==> config.mk <==
export PLATFORM = sky130hd
export DESIGN_NAME = twos_to_signmag_serial
export DESIGN_NICKNAME = d
export VERILOG_FILES = /design/src/rtl/twos_to_signmag_serial.sv
export SDC_FILE = /design/constraint.sdc
export NUM_CORES = 1
export LEC_CHECK = 0
export CAP_MARGIN = 20
export CELL_PAD_IN_SITES_DETAIL_PLACEMENT = 1
export CELL_PAD_IN_SITES_GLOBAL_PLACEMENT = 1
export CORE_UTILIZATION = 43
export CTS_CLUSTER_SIZE = 10
export DETAILED_ROUTE_END_ITERATION = 10
export PLACE_DENSITY = 0.92
export SLEW_MARGIN = 25
export SYNTH_ARGS = -nofsm -noshare
export SYNTH_HDL_FRONTEND = slang
export SYNTH_SLANG_ARGS = --single-unit
export TNS_END_PERCENT = 1
==> constraint.sdc <==
create_clock -name CLK -period 3.6 [get_ports CLK]
set_input_delay 0.72 -clock CLK [delete_from_list [all_inputs] [get_ports CLK]]
set_output_delay 0.72 -clock CLK [all_outputs]
set_load 0.02 [all_outputs]
==> src/rtl/twos_to_signmag_serial.sv <==
// Bit-serial two's-complement to sign-magnitude decoder, LSB first (copy until first one, invert after).
// Latency: input handshake at edge k -> VALID_O after edge k+WIDTH+1; one word in flight at a time.
// Backpressure: READY_I low outside IDLE; result held in DONE until READY_O completes the handshake.
module twos_to_signmag_serial #(
    parameter int WIDTH = 8
) (
    input  logic             CLK,
    input  logic             RESETN,
    input  logic [WIDTH-1:0] I,
    input  logic             VALID_I,
    output logic             READY_I,
    output logic [WIDTH-1:0] O,
    output logic             SIGN,
    output logic             VALID_O,
    input  logic             READY_O
);

    localparam int CW = $clog2(WIDTH + 1);

    typedef enum logic [1:0] {
        IDLE  = 2'd0,
        SHIFT = 2'd1,
        DONE  = 2'd2
    } state_t;

    state_t           state;
    state_t           state_nxt;
    logic [WIDTH-1:0] shift_reg;
    logic [WIDTH-1:0] result_reg;
    logic [CW-1:0]    bit_cnt;
    logic             seen_one;
    logic             sign_reg;
    logic             cur_bit;
    logic             out_bit;
    logic             shift_done;

    // Negative words keep bits up to and including the first one, then invert.
    always_comb begin
        cur_bit    = shift_reg[0];
        out_bit    = (sign_reg && seen_one) ? ~cur_bit : cur_bit;
        shift_done = (bit_cnt == CW'(WIDTH));
    end

    always_comb begin
        state_nxt = state;
        case (state)
            IDLE:    if (VALID_I)    state_nxt = SHIFT;
            SHIFT:   if (shift_done) state_nxt = DONE;
            DONE:    if (READY_O)    state_nxt = IDLE;
            default:                 state_nxt = IDLE;
        endcase
    end

    always_ff @(posedge CLK or negedge RESETN) begin
        if (!RESETN) begin
            state      <= IDLE;
            shift_reg  <= '0;
            result_reg <= '0;
            bit_cnt    <= '0;
            seen_one   <= 1'b0;
            sign_reg   <= 1'b0;
        end else begin
            state <= state_nxt;
            case (state)
                IDLE: begin
                    if (VALID_I) begin
                        shift_reg <= I;
                        sign_reg  <= I[WIDTH-1];
                        seen_one  <= 1'b0;
                        bit_cnt   <= '0;
                    end
                end
                SHIFT: begin
                    // Bits enter at the MSB end so the LSB processed first lands in bit 0.
                    if (!shift_done) begin
                        result_reg <= {out_bit, result_reg[WIDTH-1:1]};
                        shift_reg  <= shift_reg >> 1;
                        bit_cnt    <= bit_cnt + CW'(1);
                        if (sign_reg) seen_one <= seen_one | cur_bit;
                    end
                end
                default: ;
            endcase
        end
    end

    assign READY_I = RESETN && (state == IDLE);
    assign VALID_O = (state == DONE);
    assign O       = result_reg;
    assign SIGN    = sign_reg;

endmodule

# Word level (Yosys, flattened, before mapping)
# Cells that the tools add are included.
[word_totals]
register_bits = 24
in_bits = 12
out_inout_bits = 11
wordCells = 42
[op_classes]
addsub = 1
eq_ne = 8
muxes = 15
bitwise = 3
reduce_logical = 9
[ops]
columns = ["operator", "count"]
rows = [
  ["8-bit 2-to-1 mux", 2],
  ["8-bit case mux with 2 select lines", 1],
  ["4-bit 2-to-1 mux", 2],
  ["2-bit != test, second input constant", 4],
  ["4-bit case mux with 2 select lines", 1],
  ["2-bit 2-to-1 mux", 3],
  ["2-bit case mux with 3 select lines", 1],
  ["3-bit AND reduction", 2],
  ["4-bit by 1-bit adder with 4-bit output, second input constant", 1],
  ["4-bit equality test, second input constant", 1],
  ["1-bit 2-to-1 mux", 4],
  ["2-bit AND reduction", 2],
  ["4-bit AND reduction", 1],
  ["2-bit by 1-bit equality test with 1-bit output, second input constant", 1],
  ["2-bit equality test, second input constant", 1],
  ["1-bit logical AND", 2],
  ["2-bit logical NOT", 1],
  ["2-bit by 1-bit != test with 1-bit output, second input constant", 1],
  ["1-bit inverter", 2],
  ["1-bit case mux with 2 select lines", 1],
  ["2-bit nonzero test", 1],
  ["1-bit bitwise OR", 1],
]

# Logic depth before layout (Yosys ltp)
[logic_depth]
depth_word = 4
ltp_mapped = 6
depth_no_buf = 5

# Least setup slack after synthesis
# OpenSTA, ideal clock, no wires.
[synth_path]
path_type = "input-to-output"
startpoint = "in RESETN"
endpoint = "out READY_I"
arrival_time_ns = 1.241
required_time_ns = 2.880
setup_slack_ns = 1.639
cell_stages = 1
n_path_buf = 0
path_cell_list = "nor3b_1"
[synth_between]
elab_chain_len = 1
[synth_rtl]
columns = ["element", "line_no", "source"]
rows = [
  ["from (decl)", "8", "input logic RESETN,"],
  ["1-bit logical AND", "87", "assign READY_I = RESETN && (state == IDLE);"],
  ["to (decl)", "11", "output logic READY_I,"],
]
# No other way between the ends.

# Worst setup path in the final report
# Same ends and word-level chain as after synthesis.

==> flow_summary.json <==
{
  "ir_drop_mv": 0.576,
  "grt_pass1_vias": 796,
  "ctsHoldBuffers": 0,
  "tns_ns": 0,
  "syn-num-nets": 98,
  "finalWorstSetupSlack_ns": 0.829,
  "numCtsBuffers": 3,
  "drv_slew": 0,
  "grt_max_degree": 25,
  "fmax_ghz": 0.361,
  "cp-startpoint": "RESETN",
  "die_w_um": 52.9,
  "synthMuxAreaShare_pct": 23.1,
  "post_cts.repair.setup_buffers": 0,
  "io_buffers": 22,
  "synth_cell_types": 27,
  "synth.avg_cell_area_sq_um": 13.3,
  "post-dp-hpwl_um": 1550,
  "overflow": 0,
  "htree_levels": 1,
  "final_nets": 123,
  "n_fill_cell": 254,
  "cts_tree": "done",
  "slew_headroom_pct": 61.1,
  "p_clk_share_pct": 8.9,
  "drtAntennaViolNets": 0,
  "pre_cts_ws_ns": 0.823,
  "placed_cell_area_sq_mm": 0.00136,
  "r2r-start": "state[0]",
  "ys_ff_latch": 24,
  "start_kind": "input port",
  "r2r-end": "O[2]",
  "setup_violations": 0,
  "fp.dieH_um": 52.9,
  "reg2reg_slack_ns": 1.63,
  "power_frac_seq_pct": 39.0,
  "netSwitchingFraction_pct": 36.2,
  "grt.total_usage_pct": 17.7,
  "synth-simple-area-share_pct": 8.31,
  "fin_area_sq_mm": 0.00138,
  "drt-vias-per-instance": 5.30,
  "layout_common_cells": "dfrtp_1, mux2_2, clkdlybuf4s50_1, nand2_1, inv_1",
  "final_common_cell": "dfrtp_1",
  "intPower_uw": 814,
  "synth_xor_xnor_area_share_pct": 1.57,
  "crit_type": "input port to primary output",
  "drive_above_1_share_pct": 29.9,
  "cts.path.max_buffers": 2,
  "synth_cells": 84,
  "yosysWarningCount": 0,
  "insertion_delay_ns": 0.31,
  "ys_seq_area_share_pct": 53.9,
  "ys.flop_type": "dfrtp_1",
  "synth_fa_ha_area_share_pct": 2.24,
  "rsz0062_at_grt": "no",
  "synth_edf_count": 0,
  "antenna_cells": 0,
  "wl_per_cell_um": 14.6,
  "drv_cap": 0,
  "reg2regPathDepth": 3,
  "fin_crit_sh_pct": 77.0,
  "leakagePower_nw": 0.606,
  "coreArea_sq_mm": 0.00245,
  "cts.repair.resized": 0,
  "path_max_fanout": 2,
  "cp-end-kind": "primary output",
  "drt-initial-drc-count": 10,
  "hold_viol_final": 0,
  "p_per_area_mw_per_mm2": 924,
  "die-area_sq_mm": 0.00280,
  "synth_top_family_by_area": "multiplexers",
  "arrival_ns": 2.05,
  "comb_power_share_pct": 52.1,
  "tightestPinTransition_ns": 0.581,
  "clk_pin_slew_worst_paths_ns": 0.12,
  "area.growth.synth_to_final_pct": 23.8,
  "status": "finished clean",
  "cts-root-buf": "clkbuf_4",
  "hp-class": "register to register",
  "rows": 18,
  "gp_congestion": 0.752,
  "cts_sinks": 24,
  "min_period_ns": 2.77,
  "critical_path_required_ns": 2.88,
  "synth_compound_area_share_pct": 7.52,
  "wirelength_um": 2010,
  "drc": 0,
  "dr.pass1.iters": 4,
  "dr_total_vias": 726,
  "ys_async_sr_fraction_pct": 100,
  "crit_end": "READY_I",
  "start_util_pct": 45.4,
  "netlist_area_sq_mm": 0.00111,
  "grt_pass1_wl_um": 3440,
  "ios": 23,
  "antenna_found_initial": 0,
  "power.switching_uw": 461,
  "skew_ns": 0.00306
}
## per-layer routing
metal	up-vias	GRT usage, %	wire (um)
met5	-	0	0
met4	0	7.89	36
met2	9	30.8	1090
met1	373	20.8	830
met3	5	3.74	49
li1	339	-	-
## critical path, stage by stage
cell             delay, ns
clkdlybuf4s50_1       0.50
nor3b_1               0.19
clkdlybuf4s50_1       0.63
## power groups by stage
stage / logic [mW] / registers (mW) / clock network [mW]
2_1_floorplan: 0.429 / 0.547 / 0
3_3_place_gp: 0.642 / 0.493 / 0
3_5_place_dp: 0.672 / 0.508 / 0
4_1_cts: 0.675 / 0.500 / 0.120
5_1_grt: 0.732 / 0.518 / 0.127
6_report: 0.664 / 0.497 / 0.113
## per-stage QoR
| stage | hold WS (ns) | instances | total power, mW | util (%) |
|---|---|---|---|---|
| 2_1_floorplan | 0.424 | 84 | 0.976 | - |
| 3_3_place_gp | 0.467 | 134 | 1.14 | 55.3 |
| 3_5_place_dp | 0.496 | 134 | 1.18 | 55.3 |
| 4_1_cts | 0.525 | 137 | 1.30 | 56.2 |
| 5_1_grt | 0.545 | 137 | 1.38 | 56.2 |
| 6_report | 0.519 | 137 | 1.27 | 56.2 |
## worst min-delay path by stage
| stage | depth (start not counted) | endpoint | start |
|---|---|---|---|
| final | 1 | shift_reg[1] | shift_reg[1] |
| after floorplan | 0 | O[0] | RESETN |
| after global placement | 2 | seen_one | seen_one |
| after detailed placement | 1 | shift_reg[1] | shift_reg[1] |
| after global routing | 1 | shift_reg[6] | shift_reg[6] |
| after CTS | 1 | shift_reg[1] | shift_reg[1] |
## cell type report
cell class                 instances  area [sq um]  area share (%)
sequential                        24           601            43.5
multi-input combinational         53           477            34.5
timing repair buffer              23           228            16.5
tap                               30          37.5            2.72
clock buffer                       3          22.5            1.63
inverter                           4          15.0            1.09
## synth_stat cells (2+ instances only)
cell | number | share of area [%]
dfrtp_1 | 24 | 54
ha_1 | 2 | 2.2
inv_1 | 4 | 1.3
mux2_2 | 22 | 22
nand2_1 | 5 | 1.7
nand3_1 | 3 | 1.3
nor2_1 | 2 | 0.67
o21ai_0 | 3 | 1.3
## kinds of logic after synthesis
kind of cell | after synthesis
DFF | 24
muxes | 23
and+or+nand+nor | 16
AOI/OAI and AO/OA | 10
buffers and inverters | 7
xor gates and xnor gates | 2
adders and majority gates | 2
Note: power is estimated with default switching activity, not from simulation.
